$ cat config.mk
export PLATFORM = sky130hd
export DESIGN_NAME = alu_op_sequencer
export DESIGN_NICKNAME = d
export VERILOG_FILES = /design/src/rtl/alu_op_sequencer.sv
export SDC_FILE = /design/constraint.sdc
export NUM_CORES = 1
export LEC_CHECK = 0
export BUFFER_PORTS_ARGS = -buffer_cell sky130_fd_sc_hd__buf_4
export CORE_ASPECT_RATIO = 1.5
export CORE_MARGIN = 3
export CORE_UTILIZATION = 40
export DETAILED_ROUTE_END_ITERATION = 16
export PLACE_DENSITY = 0.75
export SLEW_MARGIN = 15
export SYNTH_ARGS = -nofsm -noshare
export SYNTH_HDL_FRONTEND = slang
export SYNTH_SLANG_ARGS = --single-unit
$ cat constraint.sdc
create_clock -name clk -period 1.8 [get_ports clk]
set_input_delay 0.27 -clock clk [delete_from_list [all_inputs] [get_ports clk]]
set_output_delay 0.27 -clock clk [all_outputs]
set_load 0.005 [all_outputs]
$ cat src/rtl/alu_op_sequencer.sv
// Control sequencer for ADDI/SUBI/ADD/SUB on a shared data bus.
// Every output is decoded from the registered state and the latched instruction.
module alu_op_sequencer #(
  parameter int DATA_W   = 16,
  parameter int NREG     = 6,
  parameter int SIGN_EXT = 0
) (
  input  logic              clk,
  input  logic              rst,
  input  logic [15:0]       instr,
  input  logic              start,
  output logic              busy,
  output logic              pc_inc,
  output logic [NREG-1:0]   reg_out_sel,
  output logic [NREG-1:0]   reg_in_sel,
  output logic              imm_out_en,
  output logic [DATA_W-1:0] imm_value,
  output logic              alu_in1_en,
  output logic              alu_in2_en,
  output logic              alu_out_latch,
  output logic              alu_out_en,
  output logic              done,
  output logic              illegal
);

  typedef enum logic [3:0] {
    S_IDLE, S_FETCH, S_LD1, S_LD2, S_EXEC, S_WB0, S_WB1, S_DONE, S_ERR
  } state_t;

  state_t      state_q, state_d;
  logic [15:0] instr_q, instr_d;

  logic [NREG-1:0]   p1_oh;
  logic [NREG-1:0]   p2_oh;
  logic [DATA_W-1:0] imm_ext;
  logic              reg_mode;

  function automatic logic is_legal(input logic [15:0] ins);
    logic imm_op;
    logic reg_op;
    imm_op = (ins[15:12] == 4'h1) || (ins[15:12] == 4'h2);
    reg_op = (ins[15:12] == 4'h3) || (ins[15:12] == 4'h4);
    return (imm_op || reg_op) &&
           ({1'b0, ins[11:6]} < 7'(NREG)) &&
           (!reg_op || ({1'b0, ins[5:0]} < 7'(NREG)));
  endfunction

  always_comb begin
    state_d = state_q;
    instr_d = instr_q;
    case (state_q)
      // A new instruction may only be accepted from an idle or just-finished state.
      S_IDLE, S_DONE, S_ERR: begin
        if (start) begin
          instr_d = instr;
          state_d = is_legal(instr) ? S_FETCH : S_ERR;
        end else begin
          state_d = S_IDLE;
        end
      end
      S_FETCH: state_d = S_LD1;
      S_LD1:   state_d = S_LD2;
      S_LD2:   state_d = S_EXEC;
      S_EXEC:  state_d = S_WB0;
      S_WB0:   state_d = S_WB1;
      S_WB1:   state_d = S_DONE;
      default: state_d = S_IDLE;
    endcase
  end

  always_ff @(posedge clk or posedge rst) begin
    if (rst) begin
      state_q <= S_IDLE;
      instr_q <= '0;
    end else begin
      state_q <= state_d;
      instr_q <= instr_d;
    end
  end

  always_comb begin
    for (int i = 0; i < NREG; i++) begin
      p1_oh[i] = (instr_q[11:6] == 6'(i));
      p2_oh[i] = (instr_q[5:0] == 6'(i));
    end
    reg_mode = (instr_q[15:12] == 4'h3) || (instr_q[15:12] == 4'h4);
    if (SIGN_EXT != 0) imm_ext = DATA_W'($signed(instr_q[5:0]));
    else               imm_ext = DATA_W'(instr_q[5:0]);
  end

  always_comb begin
    busy          = (state_q != S_IDLE);
    pc_inc        = 1'b0;
    reg_out_sel   = '0;
    reg_in_sel    = '0;
    imm_out_en    = 1'b0;
    imm_value     = '0;
    alu_in1_en    = 1'b0;
    alu_in2_en    = 1'b0;
    alu_out_latch = 1'b0;
    alu_out_en    = 1'b0;
    done          = 1'b0;
    illegal       = 1'b0;
    case (state_q)
      S_FETCH: begin
        pc_inc      = 1'b1;
        reg_out_sel = p1_oh;
      end
      S_LD1: begin
        reg_out_sel = p1_oh;
        alu_in1_en  = 1'b1;
      end
      // Second operand comes from the register file or the immediate, never both.
      S_LD2: begin
        alu_in2_en = 1'b1;
        if (reg_mode) begin
          reg_out_sel = p2_oh;
        end else begin
          imm_out_en = 1'b1;
          imm_value  = imm_ext;
        end
      end
      S_EXEC: alu_out_latch = 1'b1;
      S_WB0:  alu_out_en    = 1'b1;
      S_WB1: begin
        alu_out_en = 1'b1;
        reg_in_sel = p1_oh;
      end
      S_DONE: done = 1'b1;
      S_ERR: begin
        done    = 1'b1;
        illegal = 1'b1;
      end
      default: ;
    endcase
  end

endmodule
==> metrics.txt <==
CTS tree=built; vias in the first global route=1,158; Pleak=0.0008808 uW; drt initial violations=26; DRC viols=0; CP max FO=2; Synth area leaders=dfrtp_1 37%, mux2_4 10%, mux2_2 5.8%; Peak supply drop=0.4475 mV; routed vias/inst=5.234; routability cong.=a little over 0.8; post-synthesis cell area=1349 um^2; HP Class=in2async; failing checks=negative setup slack; synthesis-stage register bit count=20; port buffer count=45; clock period minus worst slack=2083 ps; Distinct cells, synth=36; Final Util=59.80%; Post-synth EDFFs=0; Die Footprint=just over 4000 um^2; Synth area leader=dfrtp_1; Worst Setup Start Kind=flip-flop; Die H=between 70 and 80 um; CTS Hold Buffers Added=0; Post-synth top cells=20 x dfrtp_1, 12 x nand2_1, 11 x nor2_1, 10 x buf_4, 9 x mux2_4; max frequency=480.2 MHz; Post-Route WL=3504 um; via count=1,209; per-cell routed wire length=15.17 um; Ys Warns=0; CTS sink count=20; first-pass GRT wire length=5340 um; fin crit share=115.7%; Max Root-Sink Buffers=2; setup ws final=-282.5 ps; Max Cap Violations=0; I/O pins=56; Root Buffer=clkbuf_8; Crit Path Class=reg2out; arrival time worst endpoint=1810 ps; htree depth=1; final max-slew violation count=0; n_diodes=0; DP Cell Count=224; Clock transition at path regs=70 ps; 1st-pass router iterations=4; fin nets=212; area share of the largest cell type after synthesis=around 37%; most frequent cell after synthesis=dfrtp_1; CTS Buf Count=3; Main synth FF type=dfrtp_1; Final HPWL DP=2712 um; P&R area growth vs syn=41.47%; antenna-violating nets left=0; core area=3191 um^2; Filler cells=282; Final Skew=5.388 ps; Non-Filler Instances=231; post-synthesis sequential area ratio=37.11%; worst skew pair latency=260 ps; Syn Area/Cell=10.30 um^2; Req. time, crit path=between 1500 and 2000 ps; Pwr Density=578.1 nW/um^2; CP endpoint kind=output pin; starting density of the core=between 40% and 50%; largest net degree at the start of global routing=21; total gr overflow=0; row cnt=25; outcome=finished with violations; layout cells sized above 1=a little over half; All-Layer GR Usage=16.99%; initial antenna violation count=0; Die Span X=53.41 um; cells after synthesis=131; Final Setup Violations=12; Async SR Flop Fraction=100.0%; final hold viol count=0; RSZ-0062 raised after global routing=true
==> power by group <==
part           internal [uW]  switching, uW
clock network            149            142
logic                    159            112
registers                494           47.0
==> area by class of cell <==
type	instances	area, um^2	share of cell area, %
inverter	3	11.26	0.5902
clock buffer	3	41.29	2.164
multi-input combinational	103	815.8	42.75
timing repair buffer	62	489.2	25.64
tap	40	50.05	2.623
sequential	20	500.5	26.23
==> critical path: stages (launching register included) <==
cell,delay (ps)
dfrtp_1,380
or3b_4,430
a2111oi_4,320
nand2b_1,120
o22ai_1,170
buf_4,130
==> metrics by stage <==
step / hold WS, ps / area [um^2] / power [uW] / setup TNS, ps / setup slack (ps)
4_1_cts: 41.92 / 1848 / 1090 / -3042 / -264.0
2_1_floorplan: 233.8 / 1383 / 701.3 / 0 / 115.4
6_report: 33.66 / 1908 / 1103 / -2283 / -282.5
3_5_place_dp: 316.9 / 1772 / 797.6 / -97.72 / -42.65
3_3_place_gp: 311.4 / 1772 / 785.1 / -28.89 / -25.11
5_1_grt: 62.15 / 1908 / 1156 / -3584 / -346.2
==> routing by layer <==
layer  global-route usage, %  wire, um
met1                   21.38      1337
met2                   28.99      1956
met3                   1.942       147
met4                   5.627        61
met5                       0         0
==> what timing repair did <==
action,CTS,global route
pin swaps,3,3
buffers inserted,1,3
resized for setup,6,10
setup endpoints to repair,18,19
==> path summary, 6_finish.rpt <==
check	start	slack (ps)	depth (start not counted)	end
max	instr_q[12]	-280	5	reg_out_sel[1]
min	rst	30	3	state_q[0]
max reg2reg	state_q[2]	120	7	instr_q[13]
min reg2reg	instr_q[14]	510	1	instr_q[14]
max in group asynchronous	rst	1550	3	instr_q[9]
min in group clk	instr[6]	240	2	instr_q[6]
==> state kept, by name (all words and copies together), names as in the netlist <==
name / count
instr_q: 16
state_q: 4
==> cell families (layout without fill, tap and decap cells) <==
| family | count (synthesis) | count (layout) | synth area share [%] |
|---|---|---|---|
| XOR/XNOR | 1 | 1 | 0.6495 |
| flip-flops | 20 | 20 | 37.11 |
| AND/OR/NAND/NOR | 60 | 60 | 24.40 |
| buffers and inverters | 17 | 68 | 8.905 |
| multiplexers | 16 | 16 | 15.86 |
| other | 1 | 10 | 0.2780 |
| AO/OA/AOI/OAI | 16 | 16 | 12.80 |
==> cells in the final DEF (no fill, tap or decap), drive strengths merged, types with 2 or more instances in the layout <==
cell type and instances:
nand2b 5, inv 3, o32ai 2, a21oi 2
nand2 12, nor3 9, nand3 4, dfrtp 20
or2 2, nand3b 2, and2 6, nor4 2
clkbuf 3, a2111oi 3, buf 62, mux2 16
or3 2, nor2 12, o22ai 5, conb 10
Note: power is estimated with default switching activity, not from simulation.
